[config.mk]
export PLATFORM = sky130hd
export DESIGN_NAME = mem_ctrl
export DESIGN_NICKNAME = d
export VERILOG_FILES = /design/src/rtl/mem_ctrl_pkg.sv /design/src/rtl/mem_ctrl_arb.sv /design/src/rtl/mem_ctrl.sv
export SDC_FILE = /design/constraint.sdc
export NUM_CORES = 1
export LEC_CHECK = 0
export CAP_MARGIN = 0
export CORE_ASPECT_RATIO = 0.7
export CORE_UTILIZATION = 40
export CTS_CLUSTER_SIZE = 20
export DETAILED_ROUTE_END_ITERATION = 6
export PLACE_DENSITY_LB_ADDON = 0.08
export SYNTH_ARGS = -nofsm -noshare
export SYNTH_HDL_FRONTEND = slang
export SYNTH_SLANG_ARGS = --single-unit
[constraint.sdc]
create_clock -name clk -period 2.84 [get_ports clk]
set_input_delay 0.426 -clock clk [delete_from_list [all_inputs] [get_ports clk]]
set_output_delay 0.426 -clock clk [all_outputs]
set_load 0.02 [all_outputs]
[src/rtl/mem_ctrl_pkg.sv]
// Shared types and constants for the byte-serial memory controller.
// Transfer-size encodings, FSM states, requester ids, length helper.
package mem_ctrl_pkg;

    localparam logic [1:0] SIZE_B = 2'd0;
    localparam logic [1:0] SIZE_H = 2'd1;
    localparam logic [1:0] SIZE_W = 2'd2;

    localparam logic REQ_IF  = 1'b0;
    localparam logic REQ_MEM = 1'b1;

    typedef enum logic [1:0] {
        ST_IDLE,
        ST_READ,
        ST_WRITE,
        ST_DONE
    } state_t;

    // Size code 3 is not a legal access; it is handled as a word.
    function automatic logic [2:0] xfer_len(input logic [1:0] size);
        case (size)
            SIZE_B:  xfer_len = 3'd1;
            SIZE_H:  xfer_len = 3'd2;
            SIZE_W:  xfer_len = 3'd4;
            default: xfer_len = 3'd4;
        endcase
    endfunction

endpackage

[src/rtl/mem_ctrl_arb.sv]
// Grant logic evaluated in the controller's IDLE cycle.
// Ports: i_en (controller idle), i_if_req/i_if_flush/i_mem_req requests,
//        o_gnt (a grant is issued), o_gnt_id (REQ_IF or REQ_MEM);
//        clk/rst exist only when MEMCTRL_RR_ARB_EN is defined.
// MEMCTRL_RR_ARB_EN: round-robin between IF and MEM on a tie,
// otherwise MEM always wins a tie.
module mem_ctrl_arb
    import mem_ctrl_pkg::*;
(
`ifdef MEMCTRL_RR_ARB_EN
    input  logic clk,
    input  logic rst,
`endif
    input  logic i_en,
    input  logic i_if_req,
    input  logic i_if_flush,
    input  logic i_mem_req,
    output logic o_gnt,
    output logic o_gnt_id
);

    logic w_if_ok;

    // A fetch that is being flushed in the same cycle is stale.
    assign w_if_ok = i_if_req && !i_if_flush;

`ifdef MEMCTRL_RR_ARB_EN
    logic r_last;

    always_ff @(posedge clk) begin
        if (!rst) begin
            r_last <= REQ_IF;
        end else if (o_gnt) begin
            r_last <= o_gnt_id;
        end
    end

    always_comb begin
        o_gnt    = i_en && (i_mem_req || w_if_ok);
        o_gnt_id = i_mem_req ? REQ_MEM : REQ_IF;
        if (i_mem_req && w_if_ok) begin
            o_gnt_id = (r_last == REQ_IF) ? REQ_MEM : REQ_IF;
        end
    end
`else
    always_comb begin
        o_gnt    = i_en && (i_mem_req || w_if_ok);
        o_gnt_id = i_mem_req ? REQ_MEM : REQ_IF;
    end
`endif

endmodule

[src/rtl/mem_ctrl.sv]
// Byte-serial memory controller: arbitrates IF fetches and MEM
// loads/stores onto one 8-bit RAM port, little-endian.
// Ports: clk, rst (sync, active-low); IF side if_req/if_addr/if_flush
//        -> if_data/if_done; MEM side mem_req/mem_we/mem_size/mem_addr/
//        mem_wdata -> mem_rdata/mem_done; RAM side ram_a/ram_dout/ram_wr,
//        ram_din (one-cycle read latency); stall_if/stall_mem to stall_ctrl.
// MEMCTRL_RR_ARB_EN selects round-robin arbitration (see mem_ctrl_arb).
module mem_ctrl
    import mem_ctrl_pkg::*;
#(
    parameter int ADDR_W = 32
) (
    input  logic              clk,
    input  logic              rst,
    input  logic              if_req,
    input  logic [ADDR_W-1:0] if_addr,
    input  logic              if_flush,
    output logic [31:0]       if_data,
    output logic              if_done,
    input  logic              mem_req,
    input  logic              mem_we,
    input  logic [1:0]        mem_size,
    input  logic [ADDR_W-1:0] mem_addr,
    input  logic [31:0]       mem_wdata,
    output logic [31:0]       mem_rdata,
    output logic              mem_done,
    output logic [ADDR_W-1:0] ram_a,
    output logic [7:0]        ram_dout,
    output logic              ram_wr,
    input  logic [7:0]        ram_din,
    output logic              stall_if,
    output logic              stall_mem
);

    state_t            r_state;
    state_t            w_next;
    logic              r_req;
    logic [ADDR_W-1:0] r_base;
    logic [2:0]        r_len;
    logic [2:0]        r_idx;
    logic [31:0]       r_wdata;
    logic [31:0]       r_buf;
    logic [31:0]       r_if_data;
    logic [31:0]       r_mem_rdata;
    logic              r_if_done;
    logic              r_mem_done;
    logic [ADDR_W-1:0] r_ram_a;
    logic [7:0]        r_ram_dout;
    logic              r_ram_wr;

    logic              w_gnt;
    logic              w_gnt_id;
    logic              w_we;
    logic [ADDR_W-1:0] w_addr;
    logic [2:0]        w_len;
    logic              w_abort;
    logic              w_rd_last;
    logic              w_wr_last;
    logic              w_more;
    logic [1:0]        w_lane;
    logic [1:0]        w_wr_lane;
    logic [31:0]       w_buf_next;
    logic [ADDR_W-1:0] w_addr_next;

    mem_ctrl_arb u_arb (
`ifdef MEMCTRL_RR_ARB_EN
        .clk        (clk),
        .rst        (rst),
`endif
        .i_en       (r_state == ST_IDLE),
        .i_if_req   (if_req),
        .i_if_flush (if_flush),
        .i_mem_req  (mem_req),
        .o_gnt      (w_gnt),
        .o_gnt_id   (w_gnt_id)
    );

    assign w_we   = (w_gnt_id == REQ_MEM) && mem_we;
    assign w_addr = (w_gnt_id == REQ_MEM) ? mem_addr : if_addr;
    assign w_len  = (w_gnt_id == REQ_MEM) ? xfer_len(mem_size) : 3'd4;

    // In READ, r_idx counts cycles: address r_idx is on ram_a while the
    // byte for address r_idx-1 arrives on ram_din. The last READ cycle
    // (r_idx == r_len) only captures.
    assign w_abort     = (r_req == REQ_IF) && if_flush;
    assign w_rd_last   = (r_idx == r_len);
    assign w_wr_last   = (r_idx == r_len - 3'd1);
    assign w_more      = (r_idx + 3'd1) < r_len;
    assign w_lane      = r_idx[1:0] - 2'd1;
    assign w_wr_lane   = r_idx[1:0] + 2'd1;
    assign w_addr_next = r_base + ADDR_W'(r_idx + 3'd1);

    always_comb begin
        w_buf_next = r_buf;
        w_buf_next[{w_lane, 3'b000} +: 8] = ram_din;
    end

    always_ff @(posedge clk) begin
        if (!rst) begin
            r_state <= ST_IDLE;
        end else begin
            r_state <= w_next;
        end
    end

    always_comb begin
        w_next = r_state;
        unique case (r_state)
            ST_IDLE: begin
                if (w_gnt) begin
                    w_next = w_we ? ST_WRITE : ST_READ;
                end
            end
            ST_READ: begin
                if (w_abort) begin
                    w_next = ST_IDLE;
                end else if (w_rd_last) begin
                    w_next = ST_DONE;
                end
            end
            ST_WRITE: begin
                if (w_wr_last) begin
                    w_next = ST_DONE;
                end
            end
            ST_DONE: begin
                w_next = ST_IDLE;
            end
            default: begin
                w_next = ST_IDLE;
            end
        endcase
    end

    always_ff @(posedge clk) begin
        if (!rst) begin
            r_req       <= REQ_IF;
            r_base      <= '0;
            r_len       <= '0;
            r_idx       <= '0;
            r_wdata     <= '0;
            r_buf       <= '0;
            r_if_data   <= '0;
            r_mem_rdata <= '0;
            r_if_done   <= 1'b0;
            r_mem_done  <= 1'b0;
            r_ram_a     <= '0;
            r_ram_dout  <= '0;
            r_ram_wr    <= 1'b0;
        end else begin
            r_if_done  <= 1'b0;
            r_mem_done <= 1'b0;
            unique case (r_state)
                ST_IDLE: begin
                    if (w_gnt) begin
                        r_req   <= w_gnt_id;
                        r_base  <= w_addr;
                        r_len   <= w_len;
                        r_wdata <= mem_wdata;
                        r_idx   <= '0;
                        r_buf   <= '0;
                        r_ram_a <= w_addr;
                        if (w_we) begin
                            r_ram_wr   <= 1'b1;
                            r_ram_dout <= mem_wdata[7:0];
                        end
                    end
                end
                ST_READ: begin
                    if (!w_abort) begin
                        r_idx <= r_idx + 3'd1;
                        if (r_idx != 3'd0) begin
                            r_buf <= w_buf_next;
                        end
                        if (w_more) begin
                            r_ram_a <= w_addr_next;
                        end
                        if (w_rd_last) begin
                            if (r_req == REQ_IF) begin
                                r_if_data <= w_buf_next;
                                r_if_done <= 1'b1;
                            end else begin
                                r_mem_rdata <= w_buf_next;
                                r_mem_done  <= 1'b1;
                            end
                        end
                    end
                end
                ST_WRITE: begin
                    if (w_wr_last) begin
                        r_ram_wr   <= 1'b0;
                        r_mem_done <= 1'b1;
                    end else begin
                        r_idx      <= r_idx + 3'd1;
                        r_ram_a    <= w_addr_next;
                        r_ram_dout <= r_wdata[{w_wr_lane, 3'b000} +: 8];
                    end
                end
                ST_DONE: begin
                end
                default: begin
                end
            endcase
        end
    end

    assign if_data   = r_if_data;
    assign if_done   = r_if_done;
    assign mem_rdata = r_mem_rdata;
    assign mem_done  = r_mem_done;
    assign ram_a     = r_ram_a;
    assign ram_dout  = r_ram_dout;
    assign ram_wr    = r_ram_wr;
    assign stall_if  = if_req && !if_done;
    assign stall_mem = mem_req && !mem_done;

endmodule

* Word-level counts from Yosys, hierarchy flattened
Cells that the tools add are included.
Word-level totals: logic and storage cells 108, register bits after elaboration 212, input bits 112, output and inout port bits 109
Operators by class: muxes and demuxes 38, order comparisons 1, add/sub/neg operators 7, bitwise gates (word level) 5, reductions and logical operators 26, equality and inequality tests 14, shifts and indexed selects 3
Operators by type and width (number):
- 32-bit 2-to-1 mux | 8
- 32-bit case mux with 3 select lines | 1
- 32-bit case mux with 2 select lines | 1
- 32-bit by 4-bit adder with 32-bit output | 1
- 32-bit bitwise mux | 1
- 8-bit by 7-bit variable shift with 32-bit output, first input constant | 1
- 32-bit by 6-bit variable part select with 8-bit output | 1
- 8-bit by 7-bit variable part select with 32-bit output | 1
- 8-bit 2-to-1 mux | 3
- 4-bit AND reduction | 6
- 8-bit case mux with 2 select lines | 1
- 2-bit inequality test, second input constant | 7
- 3-bit 2-to-1 mux | 4
- 2-bit 2-to-1 mux | 5
- 1-bit 2-to-1 mux | 9
- 3-bit case mux with 3 select lines | 1
- 2-bit case mux with 4 select lines | 1
- 5-bit negation with 7-bit output | 1
- 3-bit equality test | 2
- 1-bit logical AND | 6
- 3-bit case mux with 2 select lines | 1
- 3-bit nonzero test | 2
- 1-bit inverter | 5
- 5-bit AND reduction | 1
- other kinds (17) | 24

* Longest topological paths before layout
Gate-level depths: netlist (run 1).
depth in word-level cells 7, mapped depth 10, mapped depth without buffers 10

* Cells and area by module
From an unflattened synthesis (run 1), not the netlist that was laid out.
Unflattened totals: cells, all modules 1172, area total of the unflattened synthesis 9980.8 µm²
By module, submodules not included:
- mem_ctrl | sequential area each 4244.1 µm², times used 1, cells an instance 1169, area an instance 9952.0 µm²
- mem_ctrl_arb | sequential area each 0.0 µm², times used 1, cells an instance 3, area an instance 28.8 µm²

* Worst setup path before layout (run 1)
OpenSTA, ideal clock, no wires.
path type flip-flop to flip-flop, start point register r_idx[1], end point register r_ram_a[17] (netlist: ram_a[17]), slack 495 ps, period minus slack after synthesis 2345 ps, arrival 2217 ps, cell stages (with the launch flop) 11, setup time 127 ps, buffers on the path 2, data required time 2713 ps, cell sequence dfxtp_1 > inv_1 > ha_1 > ha_1 > nand2b_1 > a21oi_1 > or3_4 > buf_6 > buf_2 > nand3_1 > o211ai_1
Between the ends: cells in the longest elaborated chain, start to end 5, elaborated cells between the ends (all ways) 12, classes of those cells add/sub: 3; order compare: 1; eq/ne: 3; mux: 4; reduce/logical: 1
RTL lines:
- start: declaration | RTL line mem_ctrl.sv:40 | logic [2:0] r_idx;
- start signal: assignment | RTL line mem_ctrl.sv:171 | r_idx <= r_idx + 3'd1;
- start signal: assignment | RTL line mem_ctrl.sv:194 | r_idx <= r_idx + 3'd1;
- 3-bit by 1-bit adder with 4-bit output | RTL line mem_ctrl.sv:91 | assign w_addr_next = r_base + ADDR_W'(r_idx + 3'd1);
- 32-bit by 4-bit adder with 32-bit output | RTL line mem_ctrl.sv:91
- 32-bit 2-to-1 mux | RTL line mem_ctrl.sv:175 | if (w_more) begin
- 32-bit 2-to-1 mux | RTL line mem_ctrl.sv:170 | if (!w_abort) begin
- 32-bit case mux with 3 select lines | RTL line mem_ctrl.sv:153 | unique case (r_state)
- end signal: assignment | RTL line mem_ctrl.sv:162 | r_ram_a <= w_addr;
- end signal: assignment | RTL line mem_ctrl.sv:176 | r_ram_a <= w_addr_next;
- end signal: assignment | RTL line mem_ctrl.sv:195 | r_ram_a <= w_addr_next;
- end: declaration | RTL line mem_ctrl.sv:47 | logic [ADDR_W-1:0] r_ram_a;
Parallel ways exist; a longest one is shown, timed or not. The select of a mux whose other input is x is not followed. A chain may end at the register's enable or synchronous reset.

* Worst setup path in the final report (run 1)
start point register r_idx[0], end point register r_ram_a[24] (netlist: ram_a[24])
The elaborated chain is that of the path after synthesis.

==> impl_metrics.csv, run 1 <==
group,metric,value,unit
synth,synth-seq-cells,212,
setup_path,worst-setup-path-type,"reg -> reg",
routing,wl,28000,microns
floorplanning,start_util,41.2,%
power_and_ir_drop,p_per_area,995,mW/mm^2
clock_tree,cts_made_buffers,22,
synth,ys_seq_area_share,43.1,%
worst_hold_path,min-delay-start,"rst",
synth,synthSimpleGateAreaFrac,20.8,%
synth,syn-num-nets,1269,
clock_tree,clock-sinks,212,
power_and_ir_drop,p_int,7880,uW
placement,dpl.hpwl,19100,microns
grt,grt.overflow.total,0,
grt,grt_pass1_wl,45000,microns
power_and_ir_drop,p_leak,0.00512,uW
floorplanning,boundaryPins,221,
routing,avgRoutedWirePerCell,16.9,microns
synth,synth_edf_count,0,
setup_path,slowest_delay,0.41,ns
setup_path,crit_chain,"inv_1, ha_1, inv_1, fa_1, a21oi_1, nor2_1, and3_1, xor2_1, a21oi_1, o21ai_0",
synth,synth-main-ff-cell,"dfxtp_1",
setup_path,rr_startpoint,"r_idx[0]",
synth,mappedNetlistArea,0.00985,sq mm
timing,max_slew_margin,49.2,%
synth,yosys_warnings,0,
grt,grt_use_total,22.0,%
layout,layout_common_cells,"clkdlybuf4s50_1, dfxtp_1, nand2_1",
synth,synth_top_family_by_area,"compound AO/OA/AOI/OAI gates",
routing,drc,0,
setup_path,slowest_stage,"fa_1",
setup_path,required,3.22,ns
setup_path,critPathMaxFanout,7,
timing,worstMarginPinSlew,0.760,ns
clock_tree,clk_pin_slew,0.07,ns
timing,fin_crit_sh,88.4,%
synth,synth_area_leader_cell,"dfxtp_1",
timing,rsz0062_at_grt,"no",
floorplanning,std_cell_rows,47,
synth,synthTopCellsByArea,"dfxtp_1, nand2_1, a211oi_1",
routing,ant_nets,0,
placement,place_area,0.0124,sq mm
clock_tree,cts_setup_buffers,0,
layout,utilization,55.1,%
flow_run,maxCapViolations,0,
synth,synth-adder-area-share,2.49,%
routing,dr.pass1.iters,5,
synth,yosys.area.top_type_share,43.1,%
placement,preCtsSetupSlack,0.214,ns
clock_tree,cts_resized,0,
setup_path,r2r_end,"ram_a[24]",
layout,drive_above_1_share,7.54,%
placement,portBuffers,220,
layout,diodes,0,
synth,yosys.area_share.xor_xnor,3.00,%
clock_tree,cts_tree,"yes",
routing,vias_per_cell,5.27,
timing,max_freq,0.398,GHz
timing,setup-tns-final,0,ns
timing,finalMaxSlewViolations,0,
worst_hold_path,min_path_cells,2,
timing,hold_violations,0,
power_and_ir_drop,peakVddDrop,0.872,mV
setup_path,crit_start,"r_idx[0]",
grt,antenna_found_initial,0,
setup_path,endpoint_kind,"register",
timing,setup_viol,0,
floorplanning,dieArea,0.0253,sq mm
power_and_ir_drop,switching_share,39.8,%
worst_hold_path,worstHoldEndpoint,"if_data[12]",
grt,grt_pass1_vias,8337,
power_and_ir_drop,switchingPower,5220,uW
clock_tree,insertion_delay,0.51,ns
clock_tree,cts_hold_buf,0,
placement,place.gp.congestion,0.823,
timing,setup_ws,0.328,ns
worst_hold_path,hold_class,"in -> reg",
layout,syn_to_final_growth,33.6,%
setup_path,cp.depth,10,
setup_path,cp-start-kind,"register",
clock_tree,htree_levels,1,
floorplanning,die_x,190,microns
power_and_ir_drop,clock_power_share,22.8,%
grt,grt_max_degree,66,
layout,nFillCells,2217,
clock_tree,cts.root.buffer_cell,"clkbuf_16",
synth,synth_area_per_cell,8.65,sq um
synth,synth_mux_area_share,5.58,%
routing,vias,8744,
setup_path,crit_family,"adder cells",
power_and_ir_drop,comb_power_share,45.2,%
synth,syn_inst,1138,
setup_path,r2r_cells,10,
synth,synth.distinct_cells,53,
synth,async_flop_share,0,%
floorplanning,dieHeight,133,microns
setup_path,critPathArrivalTime,2.89,ns
setup_path,rrSetupSlack,0.33,ns
floorplanning,core-area,0.0239,sq mm
layout,nets,1456,
run_status,status,"finished clean",
timing,period_needed,2.51,ns
synth,synth_compound_area_share,20.9,%
power_and_ir_drop,p_seq_share,32.0,%
clock_tree,clock_path_buffers,3,
routing,drt_iter0_markers,576,
timing,clock_skew,0.0129,ns
layout,layout_commonest_cell,"clkdlybuf4s50_1",
layout,final_area,0.0132,sq mm
setup_path,cp_num_buf_inv,2,
logic make-up after synthesis:
kind of cell | after synthesis
and+or+nand+nor | 432
DFF | 212
muxes | 44
AOI/OAI and AO/OA | 297
buffers and inverters | 102
xor gates and xnor gates | 32
adders and majority gates | 19
layer usage:
layer	wire (microns)	GRT usage [%]	share of wire, %
met5	0	0	0
met4	416	4.03	1.5
met3	1790	4.21	6.4
met2	11600	32.5	41
met1	14200	33.0	51
sequential cells by signal (all words and copies together), names as in the netlist:
signal,count
ram_dout,8
r_len,3
r_base,32
r_wdata,32
if_data,32
ram_wr,1
r_buf,32
r_state,2
if_done,1
mem_done,1
r_idx,3
ram_a,32
r_req,1
mem_rdata,32
per-stage QoR:
stage / cells / hold slack (ns) / total power [uW]
floorplan: 1138 / 0.433 / 8000
detailed placement: 1619 / 0.447 / 10200
CTS: 1658 / 0.320 / 13200
global route: 1658 / 0.324 / 13900
global placement: 1619 / 0.439 / 10100
finish: 1658 / 0.321 / 13100
cells in the mapped netlist (3+ instances only):
master / n
dfxtp_1: 212
nand4_1: 7
o21a_1: 3
a22oi_1: 33
and2_1: 5
nor2b_1: 71
nand2b_1: 4
nor3_2: 6
a31oi_1: 3
and3_1: 8
nor4_1: 3
nand3_1: 30
and4_1: 3
nand2_1: 155
nand3b_1: 5
nor2_1: 118
xnor2_1: 11
o21ai_0: 16
mux2_2: 7
mux2i_1: 29
o211ai_1: 13
nor3_1: 9
inv_1: 17
ha_1: 18
buf_1: 14
buf_2: 5
o211a_1: 35
o22ai_1: 7
clkbuf_1: 63
a31o_2: 5
mux4_2: 8
a21oi_1: 99
a211o_1: 4
xor2_1: 20
a211oi_1: 66
a21boi_0: 5
layout make-up:
type / instances / area, sq um / area share, %
clock buffer: 34 / 667 / 5.07
timing repair buffer: 248 / 2480 / 18.9
tap: 318 / 398 / 3.02
multi-input combinational: 824 / 5220 / 39.7
clock inverter: 5 / 77.6 / 0.590
inverter: 17 / 66.3 / 0.504
sequential: 212 / 4240 / 32.3
how the worst max path moves through the flow:
stage	end	slack [ns]
floorplan	ram_a[17]	0.50
global placement	ram_a[31]	0.27
detailed placement	ram_a[31]	0.21
CTS	ram_a[24]	0.36
global route	ram_a[24]	0.12
finish	ram_a[24]	0.33
power by group through the flow:
stage                     Combinational, uW  Clock (uW)  Sequential [uW]
after floorplan                        3340           0             4660
after global placement                 5860           0             4240
after detailed placement               5930           0             4240
after CTS                              5960        3060             4180
after global routing                   6470        3180             4280
final                                  5920        2990             4190
Power figures use the tool's default switching activity.
==> inputs of run 2 (changes only) <==
- GPL_TIMING_DRIVEN: unset -> 0
- RECOVER_POWER: unset -> 25
==> impl_metrics.csv, run 2 (synthesis gave the netlist of run 1 again) <==
group,metric,value,unit
routing,dr.pass1.iters,5,
clock_tree,htree_levels,1,
layout,diodes,0,
routing,drt_iter0_markers,779,
routing,avgRoutedWirePerCell,19.2,microns
timing,fin_crit_sh,97.8,%
timing,worstMarginPinSlew,0.923,ns
timing,holdWs,0.453,ns
clock_tree,cts_made_buffers,22,
timing,max_freq,0.360,GHz
floorplanning,start_util,41.2,%
setup_path,worst-setup-path-type,"in -> out",
routing,wl,33000,microns
setup_path,crit_start,"mem_req",
setup_path,cp-start-kind,"input pin",
placement,dpl.hpwl,24500,microns
floorplanning,std_cell_rows,47,
layout,layout_common_cells,"dfxtp_1, nand2_1, clkdlybuf4s50_1",
setup_path,required,2.41,ns
layout,drive_above_1_share,6.99,%
setup_path,critPathArrivalTime,2.35,ns
worst_hold_path,hold_class,"reg -> reg",
routing,ant_nets,0,
timing,setup_viol,0,
power_and_ir_drop,finalPower,13600,uW
floorplanning,core-area,0.0239,sq mm
floorplanning,die_x,190,microns
timing,hold_violations,0,
layout,utilization,55.7,%
setup_path,critPathMaxFanout,10,
grt,grt.overflow.total,0,
worst_hold_path,min-delay-start,"r_wdata[8]",
clock_tree,clock-sinks,212,
routing,vias,9418,
floorplanning,dieHeight,133,microns
clock_tree,cts_tree,"yes",
clock_tree,clock_path_buffers,3,
power_and_ir_drop,p_per_area,1020,mW/mm^2
grt,grt_pass1_vias,8769,
floorplanning,dieArea,0.0253,sq mm
grt,grt_max_degree,15,
grt,antenna_found_initial,0,
clock_tree,insertion_delay,0.50,ns
power_and_ir_drop,peakVddDrop,0.546,mV
routing,drc,0,
layout,syn_to_final_growth,35.1,%
placement,portBuffers,220,
grt,grt_use_total,25.7,%
setup_path,endpoint_kind,"output pin",
layout,nFillCells,2214,
power_and_ir_drop,p_leak,0.00538,uW
setup_path,rr_startpoint,"r_idx[0]",
flow_run,maxCapViolations,0,
timing,rsz0062_at_grt,"no",
clock_tree,cts.root.buffer_cell,"clkbuf_16",
routing,vias_per_cell,5.48,
grt,grt_pass1_wl,50700,microns
layout,nets,1519,
timing,finalMaxSlewViolations,0,
timing,period_needed,2.78,ns
timing,clock_skew,0.00811,ns
placement,place.gp.congestion,0.892,
layout,layout_commonest_cell,"dfxtp_1",
timing,max_slew_margin,38.3,%
run_status,status,"finished clean",
clock_tree,clk_pin_slew,0.06,ns
timing,setup-tns-final,0,ns
floorplanning,boundaryPins,221,
[run 2: changes by cell type in the layout (fill, tap and decap cells not counted), sizes merged]
cell | previous run | this run
clkbuf | 34 | 93
clkinvlp | 1 | 3
clkinv | 2 | 3
dlygate4sd3 | 0 | 79
clkdlybuf4s50 | 218 | 141
buf | 30 | 27
clkdlybuf4s15 | 0 | 1
[run 2: final timing paths]
kind	cells past startpoint	slack, ns	end
worst min register to register	2	0.45	r_wdata[8]
worst max register to register	10	0.17	ram_a[24]
worst min-delay path	2	0.45	r_wdata[8]
worst max-delay path	5	0.06	stall_mem
[run 2: layout make-up]
cell class / instances / area (sq um) / area share (%)
Buffer: 84 / 357 / 2.68
Clock buffer: 30 / 652 / 4.90
Clock inverter: 8 / 97.6 / 0.734
Inverter: 17 / 63.8 / 0.480
Multi-Input combinational cell: 824 / 5240 / 39.3
Sequential cell: 212 / 4250 / 31.9
Tap cell: 318 / 398 / 2.99
Timing Repair Buffer: 227 / 2250 / 16.9
[run 2: where the power goes]
part,total [uW],switching [uW],internal (uW)
clock,3000,1220,1790
sequential,4210,506,3700
combinational,6350,3980,2370
total,13600,5700,7850
[run 2: worst max-delay path, cell delays in order]
cell             delay (ns)
clkdlybuf4s50_1        0.56
clkbuf_2               0.29
buf_4                  0.30
nor2b_1                0.17
clkdlybuf4s50_1        0.60
[run 2: what timing repair did]
action,in CTS,in global routing
hold endpoints to repair,0,0
endpoints found under the setup margin,63,85
hold buffers,0,0
gates resized for setup,9,9
pin swaps,0,4
setup buffers,0,7
[run 2: routing by layer]
metal | share of wire (%) | GRT usage [%] | vias up
met1 | 50 | 39.7 | 4485
met3 | 8.4 | 5.11 | 33
met5 | 0 | 0 | -
met4 | 1.5 | 5.38 | 0
met2 | 40 | 36.3 | 386
li1 | - | - | 4514
[run 2: metrics by stage]
step / worst slack (ns) / instance area, sq um / instances
CTS: 0.00765 / 13200 / 1714
global placement: -0.583 / 12400 / 1676
detailed placement: -0.625 / 12500 / 1676
global route: 0.0139 / 13300 / 1720
finish: 0.0617 / 13300 / 1720
floorplan: 0.495 / 9850 / 1138
==> inputs of run 3 (changes only) <==
- GPL_TIMING_DRIVEN: 0 -> 1
==> impl_metrics.csv, run 3 (synthesis gave the netlist of run 1 again) <==
group,metric,value,unit
run_status,status,"finished clean",
power_and_ir_drop,p_per_area,987,mW/mm^2
timing,clock_skew,0.0122,ns
timing,rsz0062_at_grt,"no",
grt,grt.overflow.total,0,
layout,nFillCells,2219,
layout,layout_common_cells,"dfxtp_1, clkdlybuf4s50_1, nand2_1",
floorplanning,start_util,41.2,%
timing,setup-tns-final,0,ns
timing,period_needed,2.59,ns
clock_tree,cts_setup_buffers,0,
worst_hold_path,hold_class,"in -> reg",
floorplanning,boundaryPins,221,
setup_path,slowest_delay,0.65,ns
grt,grt_pass1_vias,8337,
power_and_ir_drop,finalPower,13000,uW
timing,fin_crit_sh,91.0,%
setup_path,cp-start-kind,"register",
timing,max_slew_margin,24.8,%
setup_path,endpoint_kind,"register",
clock_tree,cts.root.buffer_cell,"clkbuf_16",
setup_path,rr_startpoint,"r_state[0]",
routing,drt_iter0_markers,545,
clock_tree,insertion_delay,0.51,ns
power_and_ir_drop,p_leak,0.00530,uW
setup_path,slowest_stage,"clkbuf_2",
grt,antenna_found_initial,0,
clock_tree,clock_path_buffers,3,
clock_tree,cts_made_buffers,22,
layout,diodes,0,
layout,drive_above_1_share,7.46,%
timing,worstMarginPinSlew,1.13,ns
setup_path,critPathArrivalTime,2.94,ns
setup_path,worst-setup-path-type,"reg -> reg",
timing,max_freq,0.387,GHz
routing,vias_per_cell,5.28,
clock_tree,clock-sinks,212,
floorplanning,std_cell_rows,47,
routing,ant_nets,0,
layout,layout_commonest_cell,"dfxtp_1",
setup_path,crit_chain,"inv_1, ha_1, clkbuf_1, o21ai_4, clkbuf_2, a211oi_1, nor3_1",
placement,place.gp.congestion,0.823,
clock_tree,htree_levels,1,
grt,grt_use_total,22.0,%
floorplanning,die_x,190,microns
routing,vias,8761,
setup_path,required,3.19,ns
setup_path,crit_start,"r_state[0]",
placement,place_area,0.0124,sq mm
layout,syn_to_final_growth,33.4,%
routing,drc,0,
setup_path,r2r_cells,7,
floorplanning,dieArea,0.0253,sq mm
flow_run,maxCapViolations,0,
placement,dp.cells,1619,
setup_path,critPathMaxFanout,47,
power_and_ir_drop,peakVddDrop,0.871,mV
timing,holdWs,0.320,ns
clock_tree,cts_hold_buf,0,
clock_tree,cts_tree,"yes",
placement,portBuffers,220,
layout,stdcell_count,1658,
routing,wl,27900,microns
grt,grt_max_degree,66,
floorplanning,core-area,0.0239,sq mm
clock_tree,clk_pin_slew,0.06,ns
floorplanning,dieHeight,133,microns
layout,nets,1456,
timing,setup_viol,0,
routing,avgRoutedWirePerCell,16.8,microns
timing,hold_violations,0,
grt,grt_pass1_wl,45000,microns
setup_path,endpoint,"r_base[3]",
setup_path,rrSetupSlack,0.25,ns
layout,final_area,0.0131,sq mm
placement,dpl.hpwl,19100,microns
routing,dr.pass1.iters,5,
timing,finalMaxSlewViolations,0,
clock_tree,cts_resized,0,
setup_path,r2r_end,"r_base[3]",
run 3: changes by cell type in the layout (fill, tap and decap cells not counted), moves of 5 or more:
| cell | change |
|---|---|
| buf_1 | -11 |
| buf_12 | +5 |
| buf_4 | +13 |
| clkbuf_1 | -54 |
| clkdlybuf4s50_1 | +16 |
| dlygate4sd3_1 | -18 |
run 3: per-stage QoR:
stage | setup slack (ns) | utilization (%)
after floorplan | 0.495 | -
after global placement | 0.275 | 52.0
after detailed placement | 0.214 | 52.0
after CTS | 0.359 | 55.1
after global routing | 0.0906 | 55.0
final | 0.255 | 55.0
run 3: cell type report:
cell class | instances | area (sq um) | share of cell area (%)
tap | 318 | 398 | 3.03
multi-input combinational | 824 | 5220 | 39.8
clock buffer | 34 | 667 | 5.08
sequential | 212 | 4240 | 32.3
timing repair buffer | 248 | 2460 | 18.7
inverter | 17 | 66.3 | 0.505
clock inverter | 5 | 77.6 | 0.591
run 3: per-layer routing:
metal / up-vias / wire length, microns / track usage (%) / share of wire (%)
met3: 33 / 1870 / 4.21 / 6.7
li1: 4391 / - / - / -
met4: 0 / 416 / 4.03 / 1.5
met2: 264 / 11500 / 32.5 / 41
met1: 4073 / 14100 / 33.0 / 51
met5: - / 0 / 0 / 0
run 3: how the worst min path moves through the flow:
stage           startpoint          end  slack (ns)  cells after the start
3_3_place_gp    r_wdata[6]   r_wdata[6]        0.44                      2
5_1_grt                rst   if_data[3]        0.32                      2
2_1_floorplan  r_wdata[31]  r_wdata[31]        0.43                      2
4_1_cts                rst  if_data[12]        0.32                      2
6_report               rst  if_data[12]        0.32                      2
3_5_place_dp   r_wdata[16]  r_wdata[16]        0.45                      2
run 3: critical path, delay by kind of cell, from the launching register on:
kind / cells / cell delay [ns]
fa+ha+maj: 1 / 0.19
flops: 1 / 0.36
buf+inv: 3 / 1.21
compound gates: 2 / 0.58
simple gates: 1 / 0.09
run 3: report_power, final:
group          internal, uW  switching (uW)
clock network          1790            1190
logic                  2270            3540
registers              3700             476
total                  7760            5210
==> variant 1 (flow settings as in run 2) <==
The option `MEMCTRL_RR_ARB_EN` is turned on by a define.
--- a/src/rtl/mem_ctrl_arb.sv
+++ b/src/rtl/mem_ctrl_arb.sv
@@ -4,6 +4,8 @@
 //        clk/rst exist only when MEMCTRL_RR_ARB_EN is defined.
 // MEMCTRL_RR_ARB_EN: round-robin between IF and MEM on a tie,
 // otherwise MEM always wins a tie.
+`define MEMCTRL_RR_ARB_EN
+
 module mem_ctrl_arb
     import mem_ctrl_pkg::*;
 (
Behaviour: no difference found for any inputs over 4 cycles, from zero or initial values and one cycle with rst low; that may be too few to reach the edited logic, so the function may still have changed.
==> variant 1 against run 2 <==
  * Clock skew is 0.012 ns higher
  * Sequential cell count stayed put
  * Non-clock buffer count is 4 lower
  * Wire length is 4.8% higher
  * Area after synthesis is 0.42% higher
  * Setup slack worse by 0.044 ns
  * Power is 8.2% lower
  * Design area is 0.23% higher
  * Via count is 2.8% higher
  * Hold slack worse by 0.038 ns
  * Sequential share of layout area is 0.062 points lower
  * Critical endpoint is now ram_a[26]
  * Highest routed layer unchanged
==> variant 1: results <==
[global_route]
top_usage_layer = met1
grt_use_total = 0.267
grt_pass1_wl_um = 52600
gr-usage-met3 = 0.0453
grt_pass1_vias = 8975
antenna_found_initial = 0
grtUsageMet2 = 0.362
use_met1 = 0.436
grt_max_degree = 14

[outcome]
outcome = complete, no violations

[synth]
syn_nets = 1275
ys_types = 70
yosysWarnings = 0
synthArstFlopShare = 0
netlist_top_cells_count = 212 x dfxtp_1, 147 x nand2_1, 123 x a21oi_1
synth_area_leaders = dfxtp_1 43%, a211oi_1 7.5%, a21oi_1 6.2%, nand2_1 5.6%, nor2_1 4.0%
ys_seq_area_frac = 0.429
synthCells = 1145

[finish]
syn_to_final_growth_pct = 34.8
drive_gt1_frac = 0.0733
fillers = 2253
finalNetCount = 1520

[power_and_ir_drop]
seq_power_share = 0.333
comb_power_mw = 5.36
p_leak_nw = 4.95
p_sw_frac = 0.402
p_sw_mw = 5.00
irDropWorstVdd_mv = 0.514

[sta]
report.final.slew_viol_count = 0
max_slew_margin = 0.403
finClkSkew_ns = 0.0206

[setup_path]
cpPeakStageDelay_ns = 0.44
crit_slowest_cell = fa_1
worstPathArrival_ns = 3.21
critical-path-top-delay-family = adder cells

[detailed_routing]
top_layer_used = met4
avgViaCountPerCell = 5.62
wl_met2_um = 13300
met3_length_um = 2740
wl_per_cell_um = 20.1
wl_met1_um = 18200
firstDrtPassIters = 5
routed_wl_um = 34600

[worst_hold_path]
hold_path.class = primary input to flop

[run]
drv_cap = 0

[clocking]
clockBufferDepth = 3
path_clk_slew_ns = 0.06
root_buffer = clkbuf_16
worst_skew_pair.late_latency_ns = 0.51

[placement]
port_buffers = 217
pre_cts_ws_ns = -1.22
hpwl_um = 26000
dp_cells = 1680
place_area_mm2 = 0.0125
globalplace.congestion = 0.978
-- variant 1: cell count changes after synthesis, sizes merged, moves of 7 or more --
| cell | delta |
|---|---|
| nor2b | -36 |
| a21oi | +25 |
| a211oi | +32 |
| a32o | +8 |
| nor2 | -12 |
| nand3 | -17 |
| a22oi | -29 |
| xor2 | -12 |
| o211a | -35 |
| or3 | +32 |
| nand2 | -7 |
| mux2i | +10 |
| o211ai | -12 |
| nand4 | +7 |
-- variant 1: area by class of cell --
| class | instances | area share |
|---|---|---|
| tap | 318 | 0.0298 |
| clock inverter | 7 | 0.00638 |
| timing repair buffer | 221 | 0.165 |
| multi-input combinational | 823 | 0.398 |
| inverter | 24 | 0.00676 |
| buffer | 86 | 0.0275 |
| clock buffer | 32 | 0.0479 |
| sequential | 212 | 0.319 |
-- variant 1: kinds of logic (layout without fill, tap and decap cells) --
logic type | after synthesis | in the layout | synth area share
adder cells (fa/ha/maj) | 18 | 18 | 0.0235
AO/OA/AOI/OAI | 312 | 312 | 0.212
XOR/XNOR | 16 | 16 | 0.0157
buffers and inverters | 110 | 370 | 0.0444
AND/OR/NAND/NOR | 419 | 419 | 0.205
multiplexers | 58 | 58 | 0.0702
flip-flops | 212 | 212 | 0.429
-- variant 1: worst paths after layout --
path / depth (start not counted) / slack, ns / startpoint / end
hold / removal: 3 / 0.42 / rst / ram_a[22]
setup reg to reg: 10 / 0.02 / r_idx[0] / ram_a[26]
setup / recovery: 10 / 0.02 / r_idx[0] / ram_a[26]
hold reg to reg: 2 / 0.45 / r_buf[31] / r_buf[31]
-- variant 1: repair_timing --
item / 4_1_cts / 5_1_grt
setup endpoints to repair: 138 / 114
gates resized for setup: 26 / 18
buffers inserted: 4 / 0
pin swaps: 4 / 0
gates cloned: 0 / 0
==> variant 2 (config.mk and constraints of run 2) <==
Without the edit above. The 4 states of `state_t` get a one-hot encoding in 4 bits.
--- a/src/rtl/mem_ctrl_pkg.sv
+++ b/src/rtl/mem_ctrl_pkg.sv
@@ -9,11 +9,11 @@
     localparam logic REQ_IF  = 1'b0;
     localparam logic REQ_MEM = 1'b1;
 
-    typedef enum logic [1:0] {
-        ST_IDLE,
-        ST_READ,
-        ST_WRITE,
-        ST_DONE
+    typedef enum logic [3:0] {
+        ST_IDLE  = 4'b0001,
+        ST_READ  = 4'b0010,
+        ST_WRITE = 4'b0100,
+        ST_DONE  = 4'b1000
     } state_t;
 
     // Size code 3 is not a legal access; it is handled as a word.
Behaviour: same outputs for any inputs over 4 cycles, from zero or initial values and one cycle with rst low; so few cycles prove little.
==> variant 2 against run 2 <==
  * Power fell by 13%
  * Area after synthesis shrank 1.9%
  * Design area fell by 1.9%
  * Sequential share of layout area rose by 0.92 points
  * Hold slack got worse by 0.0043 ns
  * Non-clock buffer count shrank 8
  * Setup slack gained 0.058 ns
  * Wire length is 2.3% lower
  * Sequential cell count up 2
  * Register-to-register slack better by 0.02 ns
  * Combinational power down 26%
  * Via count down 2.5%
  * Largest power group unchanged
==> variant 2: results <==
[placement]
port_buffers = 219
globalplace.congestion = 0.853
dp_cells = 1671
hpwl_um = 23600
place_area_mm2 = 0.0123
pre_cts_ws_ns = -1.03

[power_and_ir_drop]
p_leak_nw = 4.99
p_sw_mw = 4.61
clockPowerShare = 0.251
seq_power_share = 0.351

[setup_path]
r2r-end = ram_a[28]
r2r_slack_ns = 0.19
worstPathArrival_ns = 2.29

[outcome]
outcome = complete, no violations

[synth]
synth_area_leaders = dfxtp_1 44%, a211oi_1 7.8%, a21oi_1 6.9%, nand2_1 5.5%, nor2_1 5.4%
synthCells = 1133
syn_nets = 1259
ys_seq_area_frac = 0.443
ys_types = 55
netlist_top_cells_count = 214 x dfxtp_1, 142 x nand2_1, 139 x nor2_1

[detailed_routing]
wl_met2_um = 12600
avgViaCountPerCell = 5.38
drt_iter0_markers = 716
met3_length_um = 2740
routed_wl_um = 32200

[sta]
finClkSkew_ns = 0.0122
max_slew_margin = 0.422
finalCritPeriodShare = 0.958

[global_route]
use_met1 = 0.405
grt_pass1_wl_um = 50000
grt_use_total = 0.258
grtUsageMet2 = 0.357

[clocking]
ctsResizeCount = 11

[finish]
finalNetCount = 1502

[worst_hold_path]
hold_end = ram_a[16]
hp-start = ram_a[16]
-- variant 2: cell types whose count changed after synthesis, sizes merged, moves of 12 or more --
cell / delta
a21oi: +36
clkbuf: -21
a211oi: +34
nor2: +21
a22oi: -31
o211a: -34
buf: +20
nor2b: -33
nand2b: +18
nand2: -12
-- variant 2: cells by family (layout without fill, tap and decap cells) --
group,count (synthesis),count (layout),synth area share
flops,214,214,0.443
compound gates,292,292,0.188
simple gates,436,436,0.212
xor+xnor,34,34,0.0322
mux,48,48,0.0603
buf+inv,95,353,0.0449
fa+ha+maj,14,14,0.0189
-- variant 2: tightest hold or removal path, cell delays in order (launching register included) --
cell and delay (ns):
dfxtp_1 0.30, nand3_1 0.06, nand2_1 0.04
-- variant 2: layout make-up --
class | instances | share of cell area
Buffer | 83 | 0.0314
Clock buffer | 35 | 0.0529
Sequential cell | 214 | 0.328
Timing Repair Buffer | 220 | 0.169
Multi-Input combinational cell | 824 | 0.381
Inverter | 11 | 0.00316
Clock inverter | 4 | 0.00364
Tap cell | 318 | 0.0305
